[config.mk]
export PLATFORM = sky130hd
export DESIGN_NAME = clk_div_bank_flat
export DESIGN_NICKNAME = d
export VERILOG_FILES = /design/src/rtl/clk_div_bank_if.sv /design/src/rtl/clk_div_bank.sv /design/src/flat_wrapper.sv
export SDC_FILE = /design/constraint.sdc
export NUM_CORES = 1
export LEC_CHECK = 0
export ABC_AREA = 1
export CAP_MARGIN = 30
export CORE_MARGIN = 10
export CORE_UTILIZATION = 50
export CTS_BUF_LIST = sky130_fd_sc_hd__clkbuf_8
export CTS_CLUSTER_DIAMETER = 60
export CTS_CLUSTER_SIZE = 20
export DETAILED_ROUTE_END_ITERATION = 8
export DONT_BUFFER_PORTS = 1
export PLACE_DENSITY_LB_ADDON = 0.08
export SLEW_MARGIN = 20
export SYNTH_ARGS = -nofsm -noshare
export SYNTH_HDL_FRONTEND = slang
export SYNTH_SLANG_ARGS = --single-unit
[constraint.sdc]
create_clock -name REFERENCECLK -period 2.9 [get_ports REFERENCECLK]
set_clock_uncertainty 0.2 [all_clocks]
set_input_delay 0.145 -clock REFERENCECLK [delete_from_list [all_inputs] [get_ports REFERENCECLK]]
set_output_delay 0.145 -clock REFERENCECLK [all_outputs]
set_load 0.01 [all_outputs]
[src/rtl/clk_div_bank_if.sv]
// Configuration write port of clk_div_bank.
// Handshake: cfg_we is a one-cycle valid with no ready; every write on a valid channel is taken on the edge it is seen.
interface clk_div_bank_if #(
    parameter int CH_W  = 2,
    parameter int DIV_W = 8
);
    logic             cfg_we;
    logic [CH_W-1:0]  cfg_ch;
    logic [DIV_W-1:0] cfg_div;

    modport master (output cfg_we, cfg_ch, cfg_div);
    modport slave  (input  cfg_we, cfg_ch, cfg_div);
endinterface

[src/rtl/clk_div_bank.sv]
// Bank of programmable clock dividers with glitch-free divisor updates,
// global phase realignment (sync) and a quiet-period LOCK indication.
module clk_div_bank #(
    parameter int N_CH        = 4,
    parameter int DIV_W       = 8,
    parameter int DEFAULT_DIV = 16,
    parameter int LOCK_CYCLES = 64
) (
    input  logic            REFERENCECLK,
    input  logic            RESET,
    clk_div_bank_if.slave   cfg,
    input  logic            sync,
    output logic [N_CH-1:0] ce,
    output logic [N_CH-1:0] clk_out,
    output logic            LOCK
);
    localparam int CH_W  = (N_CH > 1) ? $clog2(N_CH) : 1;
    localparam int CH_W1 = CH_W + 1;
    localparam int LC_W  = $clog2(LOCK_CYCLES + 1);
    localparam logic [CH_W:0]    N_CH_L = CH_W1'(N_CH);
    localparam logic [DIV_W-1:0] DEF_L  = DIV_W'(DEFAULT_DIV);
    localparam logic [LC_W-1:0]  LOCK_L = LC_W'(LOCK_CYCLES);

    logic [DIV_W-1:0] cnt      [N_CH];
    logic [DIV_W-1:0] div_act  [N_CH];
    logic [DIV_W-1:0] shadow   [N_CH];
    logic [DIV_W-1:0] cnt_n    [N_CH];
    logic [DIV_W-1:0] div_n    [N_CH];
    logic [DIV_W-1:0] shadow_n [N_CH];
    logic [DIV_W:0]   half     [N_CH];
    logic [N_CH-1:0]  pend, pend_n, ce_n, clk_n, wr;
    logic [LC_W-1:0]  lock_cnt, lock_n;
    logic             accept;

    always_comb begin
        accept = cfg.cfg_we && ({1'b0, cfg.cfg_ch} < N_CH_L);
        wr     = '0;
        pend_n = '0;
        ce_n   = '0;
        clk_n  = '0;
        for (int i = 0; i < N_CH; i++) begin
            wr[i]       = accept && (cfg.cfg_ch == CH_W'(i));
            shadow_n[i] = wr[i] ? cfg.cfg_div : shadow[i];
            pend_n[i]   = pend[i] | wr[i];
            div_n[i]    = div_act[i];
            cnt_n[i]    = '0;
            // Extra bit keeps (div+1)/2 exact at the top divisor.
            half[i]     = ({1'b0, div_act[i]} + 1'b1) >> 1;
            if (sync) begin
                if (pend_n[i]) div_n[i] = shadow_n[i];
                pend_n[i] = 1'b0;
            end else if (div_act[i] == '0) begin
                if (pend[i]) begin
                    div_n[i]  = shadow[i];
                    pend_n[i] = wr[i];
                end
            end else begin
                ce_n[i]  = (cnt[i] == div_act[i] - 1'b1);
                clk_n[i] = ({1'b0, cnt[i]} < half[i]);
                // Commit only on the wrap so no shortened pulse or phase appears.
                if (ce_n[i]) begin
                    if (pend[i]) begin
                        div_n[i]  = shadow[i];
                        pend_n[i] = wr[i];
                    end
                end else begin
                    cnt_n[i] = cnt[i] + 1'b1;
                end
            end
        end
        if (accept || sync)
            lock_n = '0;
        else if (lock_cnt == LOCK_L)
            lock_n = lock_cnt;
        else
            lock_n = lock_cnt + 1'b1;
    end

    always_ff @(posedge REFERENCECLK or negedge RESET) begin
        if (!RESET) begin
            for (int i = 0; i < N_CH; i++) begin
                cnt[i]     <= '0;
                div_act[i] <= DEF_L;
                shadow[i]  <= DEF_L;
            end
            pend     <= '0;
            ce       <= '0;
            clk_out  <= '0;
            lock_cnt <= '0;
            LOCK     <= 1'b0;
        end else begin
            for (int i = 0; i < N_CH; i++) begin
                cnt[i]     <= cnt_n[i];
                div_act[i] <= div_n[i];
                shadow[i]  <= shadow_n[i];
            end
            pend     <= pend_n;
            ce       <= ce_n;
            clk_out  <= clk_n;
            lock_cnt <= lock_n;
            // LOCK follows the next-state values so it falls right after a clearing edge.
            LOCK     <= (lock_n == LOCK_L) && (pend_n == '0);
        end
    end
endmodule
[src/flat_wrapper.sv]
// flat-port wrapper written by rule: the top's interface ports become plain ports
module clk_div_bank_flat 
#(
    parameter int N_CH        = 4,
    parameter int DIV_W       = 8,
    parameter int DEFAULT_DIV = 16,
    parameter int LOCK_CYCLES = 64
)
  (REFERENCECLK, RESET, sync, ce, clk_out, LOCK, cfg_cfg_we, cfg_cfg_ch, cfg_cfg_div);
  clk_div_bank_if #(.DIV_W(DIV_W)) cfg_i ();
  input  logic REFERENCECLK;
  input  logic RESET;
  input  logic sync;
  output logic [N_CH-1:0] ce;
  output logic [N_CH-1:0] clk_out;
  output logic LOCK;
  input wire logic [$bits(cfg_i.cfg_we)-1:0] cfg_cfg_we;
  input wire logic [$bits(cfg_i.cfg_ch)-1:0] cfg_cfg_ch;
  input wire logic [$bits(cfg_i.cfg_div)-1:0] cfg_cfg_div;
  assign cfg_i.cfg_we = cfg_cfg_we;
  assign cfg_i.cfg_ch = cfg_cfg_ch;
  assign cfg_i.cfg_div = cfg_cfg_div;
  clk_div_bank #(.N_CH(N_CH), .DIV_W(DIV_W), .DEFAULT_DIV(DEFAULT_DIV), .LOCK_CYCLES(LOCK_CYCLES)) u_core (.REFERENCECLK(REFERENCECLK), .RESET(RESET), .cfg(cfg_i), .sync(sync), .ce(ce), .clk_out(clk_out), .LOCK(LOCK));
endmodule
# Yosys cells after proc, flatten, opt, wreduce, memory -nomap -nowiden
# Cells that the tools add are included.
dict set report word_totals {
  register_bits 116
  latchBits 0
  mem_bits_rw 0
  rom_bits 0
  input_bits 14
  output_inout_bits 9
  word_cells 141
  mem_count 0
}
dict set report classes {
  n_addsub 13
  n_mul 0
  n_div 0
  n_lt_le_gt_ge 4
  n_eq_ne 13
  shifts 0
  muxes 70
  bitwise 4
  n_reduce_logical 20
}
# operator count
set op_table {}
lappend op_table {{8-bit 2-to-1 mux} 36}
lappend op_table {{8-bit by 1-bit adder with 9-bit output (second input constant)} 4}
lappend op_table {{8-bit by 1-bit adder with 8-bit output (second input constant)} 4}
lappend op_table {{8-bit equality test} 4}
lappend op_table {{8-bit logical NOT} 4}
lappend op_table {{8-bit < comparator} 4}
lappend op_table {{1-bit 2-to-1 mux} 32}
lappend op_table {{8-bit by 1-bit subtractor with 8-bit output (second input constant)} 4}
lappend op_table {{7-bit equality test (second input constant)} 2}
lappend op_table {{7-bit 2-to-1 mux} 2}
lappend op_table {{3-bit nonzero test} 4}
lappend op_table {{2-bit by 1-bit != test with 1-bit output (second input constant)} 4}
lappend op_table {{2-bit AND reduction} 4}
lappend op_table {{7-bit by 1-bit adder with 7-bit output (second input constant)} 1}
lappend op_table {{1-bit logical AND} 5}
lappend op_table {{2-bit equality test (second input constant)} 2}
lappend op_table {{4-bit logical NOT} 1}
lappend op_table {{1-bit bitwise OR} 4}
lappend op_table {{2-bit by 1-bit equality test with 1-bit output (second input constant)} 1}
lappend op_table {{2-bit logical NOT} 1}
lappend op_table {{1-bit logical OR} 1}

# Logic depth before layout (Yosys ltp)
dict set report logic_depth {
  depth_word 9
  depth_mapped 16
  depth_no_buf 16
}

# Worst setup path after synthesis
# Ideal clock, no wire load.
dict set report synth_timing {
  path_type {reg-to-reg}
  start {reg u_core.div_act[9] (netlist name)}
  end {reg u_core.div_act[14] (netlist name)}
  setup_ps 122
  arrival_time_ps 1825
  required_ps 2578
  setup_slack_ps 753
  path_stages_with_launch 15
  n_path_buf 1
  synth_period_minus_slack_ps 2147
  cell_sequence {dfrtp_1 inv_1 ha_1 inv_1 nand2_1 nand2_1 nor2_1 nand4_1 nor2_1 nand3_2 nand3_4 nand2_4 buf_12 nand2_1 o21ai_2}
}
dict set report synth_between {
  elab_chain_cells 4
  elab_cells_between_ends 7
  classes_between {add/sub: 1; eq/ne: 1; mux: 2; reduce/logical: 3}
}
# item line_no
set synth_lines {}
lappend synth_lines {{from (decl)} clk_div_bank.sv:25} ;# logic [DIV_W-1:0] div_act [N_CH];
lappend synth_lines {{from (signal, indexed assignment)} clk_div_bank.sv:94} ;# div_act[i] <= div_n[i];
lappend synth_lines {{8-bit by 1-bit subtractor with 8-bit output} clk_div_bank.sv:58} ;# ce_n[i] = (cnt[i] == div_act[i] - 1'b1);
lappend synth_lines {{8-bit equality test} clk_div_bank.sv:58}
lappend synth_lines {{3-bit nonzero test (no source line)} -}
lappend synth_lines {{2-bit AND reduction (no source line)} -}
# Parallel ways exist; a longest one is shown, timed or not.
# A chain may end at the register's enable or synchronous reset.

==> flow_results.org <==
** Logic synthesis
- Largest area contributor in the netlist :: sky130_fd_sc_hd__dfrtp_1
- Of the total synthesized cell area, the portion taken by XOR and XNOR cells is 0.0537.
- Area of the mapped netlist :: 0.00750 mm^2
- Of the total synthesized cell area, the portion taken by full adders, half adders and majority gates is 0.0717.
- In the post-synthesis netlist, the biggest area contributors are sky130_fd_sc_hd__dfrtp_1 36%, sky130_fd_sc_hd__nand2_1 13%, sky130_fd_sc_hd__ha_1 7.2%, sky130_fd_sc_hd__inv_1 5.9%, sky130_fd_sc_hd__nor2_1 4.1%.
- Main combinational cell family by area after synthesis :: simple AND/OR/NAND/NOR gates
- In the synthesized netlist, the number of instances is 963.
- Fraction of the mapped netlist area in simple logic gates :: 0.279
- Post-synthesis register bit count :: 116
- Complex-gate fraction of the synthesized area :: 0.0994
- Number of unique standard cell types used by synthesis :: 41
- Net count after synthesis :: 1,020
- Mean area per synthesized cell :: 7.79 um^2
- For this run, the register share of the synthesized area comes to 0.388.
- After synthesis, the share of cell area in mux cells is 0.0214.
- In the synthesized netlist the dominant register cell turns out to be sky130_fd_sc_hd__dfrtp_1.
- Share of Yosys cell area claimed by the top area cell type :: 0.360
- Synth warn :: 0
- Proportion of synthesized flip-flops having asynchronous set or reset :: 1.00
- Number of synthesized flops with an enable pin :: 0

** Drt
- Iter 0 DRT Violations :: 302
- The count of nets left with antenna violations once routing finished came out at 0.
- Post-detailed-route via-to-cell ratio :: 5.03
- After detailed routing, the average wire length per cell comes to 13.5 um.
- Vias after detailed routing :: around 6k
- For this block, the routed nets add up to 16,000 um of wire.
- In the routed design, unresolved DRC markers number 0.
- The first TritonRoute pass finished after 4 iterations.

** Placement
- Buffers on Ports :: 0
- Once placement finished, the instance area stood at 0.00759 mm^2.
- Detailed placement ended at an HPWL of 11,400 um.
- Routability-driven placement finished with a final weighted congestion of 0.861.

** Floorplanning
- 23 I/O pins were placed.
- Count of standard-cell rows :: 44
- Die outline height :: 142 um
- Die ar. :: ~0.02 mm^2
- Core box area :: 0.0146 mm^2
- Horizontal extent of the die :: 142 um
- For this configuration, the core starts out at a cell density of 0.514.

** Timing
- Setup_tns :: 0 ns
- Number of hold-slack violations in the final timing report :: 116
- Tmin final :: around 2.8 ns
- Final Hold Slack :: -0.817 ns
- Setup repair after global routing left no endpoint under its margin.
- Final slew viol count :: 0
- Setup violations remaining at the end of the flow were counted as 0.
- Actual slew at the worst max-slew pin :: 0.503 ns
- Headroom to the max-slew limit came out at 0.663.
- Upper clock frequency limit :: 356 MHz
- Dividing the final minimum period by the clock period gives 0.968.

** Setup path
- STA classifies the critical path startpoint as a primary input.
- Top fanout value on the critical path :: 10
- Crit path kind :: in -> reg
- R2R cell count :: 11
- The worst register-to-register path ends at u_core.LOCK.
- The worst register-to-register path begins at u_core.div_act[8].
- At the worst endpoint, the arrival time is 3.00 ns.
- STA classifies the critical path endpoint as a flop.
- Internal reg-to-reg setup slack :: 0.50 ns
- Required time of the worst setup path :: 3.10 ns

** Final layout
- Most common cell after layout, fill and taps aside :: sky130_fd_sc_hd__nand2_1
- Area occupied by registers :: 0.00291 mm^2
- N_diodes :: 0
- Fill cell count :: 1,366
- Leaving out fill and tap cells, the most frequent cells in the layout are 253 x sky130_fd_sc_hd__nand2_1, 120 x sky130_fd_sc_hd__inv_1, 108 x sky130_fd_sc_hd__dfrtp_1.
- Final layout net count :: 1,052
- Combined area of the multi-input logic cells :: 0.00394 mm^2
- Relative to the synthesized area, the layout overhead comes to 11.2%.
- After routing the design area is 0.00834 mm^2.
- Fraction of final layout cells with drive strength greater than 1 :: 0.110

** Clocking
- Cts-stage hold buffer count :: 22
- Number of buffers between clock root and the deepest sink :: 2
- CTS tree :: done
- Counting every sink on the clock net gives about 120.
- Buffer cell driving the clock tree root :: sky130_fd_sc_hd__clkbuf_8
- In this run the number of H-tree levels came out at 4.
- The number of clock buffers added by TritonCTS is 17.
- At the later pin of the worst-skew pair, clock insertion delay measures 0.46 ns.
- After clock tree synthesis, the clock-pin slew on the worst setup and hold paths is 0.07 ns.

** Global routing
- Number of global-route vias before repair :: 5,793
- Pin count of the biggest net entering global routing :: 117
- The number of antenna violations at the first check in global routing is 0.
- The first global-routing pass estimated 27,700 um of wire.
- Total routing resource utilization after global routing :: 0.166
- GR Overflow Total :: 0

** Power
- In this run the static leakage power is 4.15 nW.
- Pwr/cell area :: ~870 mW/mm^2
- VDD sags by at most 0.364 mV.

** Run status
- Result of the run :: finished, violations left
- Violations in the final reports :: negative hold slack

** Worst hold path
- The tightest min-delay check is of the in -> async type.

** Flow run
- Total of max-cap violations :: 0
==> flip-flops by register name, indices dropped and copies added, names as in the netlist <==
signal           flops
u_core.div_act      32
u_core.ce            4
u_core.clk_out       4
u_core.shadow       32
u_core.cnt          32
u_core.lock_cnt      7
u_core.LOCK          1
u_core.pend          4
==> logic make-up after synthesis <==
family,Yosys count
mux,16
fa+ha+maj,43
flops,116
xor+xnor,46
compound gates,130
buf+inv,150
simple gates,462
==> synth_stat cells, types with 3 or more instances <==
cell type / number
sky130_fd_sc_hd__a21boi_0: 4
sky130_fd_sc_hd__a21oi_1: 19
sky130_fd_sc_hd__a31oi_1: 8
sky130_fd_sc_hd__buf_6: 9
sky130_fd_sc_hd__clkbuf_1: 9
sky130_fd_sc_hd__dfrtp_1: 108
sky130_fd_sc_hd__dfstp_2: 8
sky130_fd_sc_hd__ha_1: 43
sky130_fd_sc_hd__inv_1: 118
sky130_fd_sc_hd__inv_2: 10
sky130_fd_sc_hd__mux2i_1: 16
sky130_fd_sc_hd__nand2_1: 253
sky130_fd_sc_hd__nand2_2: 5
sky130_fd_sc_hd__nand2_4: 7
sky130_fd_sc_hd__nand3_1: 49
sky130_fd_sc_hd__nand3_2: 4
sky130_fd_sc_hd__nand4_1: 6
sky130_fd_sc_hd__nor2_1: 82
sky130_fd_sc_hd__nor2_2: 9
sky130_fd_sc_hd__nor2_4: 3
sky130_fd_sc_hd__nor3_1: 24
sky130_fd_sc_hd__nor3b_1: 8
sky130_fd_sc_hd__o211ai_1: 5
sky130_fd_sc_hd__o21ai_0: 61
sky130_fd_sc_hd__o21ai_1: 16
sky130_fd_sc_hd__o21ai_2: 16
sky130_fd_sc_hd__xnor2_1: 12
sky130_fd_sc_hd__xor2_1: 34
==> stage by stage <==
| step | setup WS, ns | instances | utilization | power (mW) |
|---|---|---|---|---|
| final | 0.0941 | 1192 | 0.572 | 7.28 |
| after CTS | 0.130 | 1183 | 0.566 | 7.33 |
| after detailed placement | 0.501 | 1129 | 0.520 | 5.52 |
| after global routing | 0.00511 | 1192 | 0.572 | 7.96 |
| after floorplan | 0.753 | 963 | - | 5.02 |
| after global placement | 0.511 | 1129 | 0.520 | 5.50 |
==> critical path, stage by stage <==
cell                            delay [ns]
sky130_fd_sc_hd__dlygate4sd3_1        0.59
sky130_fd_sc_hd__inv_1                0.10
sky130_fd_sc_hd__nor3_4               0.17
sky130_fd_sc_hd__dlygate4sd3_1        0.59
sky130_fd_sc_hd__buf_6                0.14
sky130_fd_sc_hd__nand2_1              0.06
sky130_fd_sc_hd__dlygate4sd3_1        0.56
sky130_fd_sc_hd__o21ai_0              0.08
sky130_fd_sc_hd__dlygate4sd3_1        0.56
==> final cells by class <==
type / count / share of cell area
Clock inverter: 10 / 0.0183
Multi-Input combinational cell: 697 / 0.472
Clock buffer: 22 / 0.0363
Tap cell: 184 / 0.0276
Inverter: 129 / 0.0581
Sequential cell: 116 / 0.349
Timing Repair Buffer: 34 / 0.0381
==> report_power, final <==
part	internal (mW)	switching, mW
sequential	2.02	0.562
clock	1.04	0.681
combinational	1.19	1.78
total	4.26	3.02
==> worst max path at each step <==
stage | start | to | slack [ns] | cells after the start
2_1_floorplan | u_core.div_act[9] | u_core.div_act[14] | 0.75 | 14
3_3_place_gp | u_core.div_act[8] | u_core.LOCK | 0.51 | 11
3_5_place_dp | u_core.div_act[8] | u_core.LOCK | 0.50 | 11
4_1_cts | cfg_cfg_ch[1] | u_core.shadow[4] | 0.13 | 9
5_1_grt | cfg_cfg_ch[1] | u_core.shadow[6] | 0.005 | 9
6_report | cfg_cfg_ch[1] | u_core.shadow[1] | 0.09 | 9
==> routing by layer <==
layer	vias to the layer above	wire length, um	GRT usage
met1	2751	7970	0.219
met4	0	306	0.0655
met5	-	0	0
met3	27	491	0.0350
met2	65	7280	0.261
li1	3150	-	-
==> timing repair <==
action                                 CTS  global route
endpoints found under the hold margin  222           116
resized for setup                        0             2
setup buffers                            0             9
setup endpoints to repair                0             4
No activity file was read; power rests on OpenSTA's default activity.
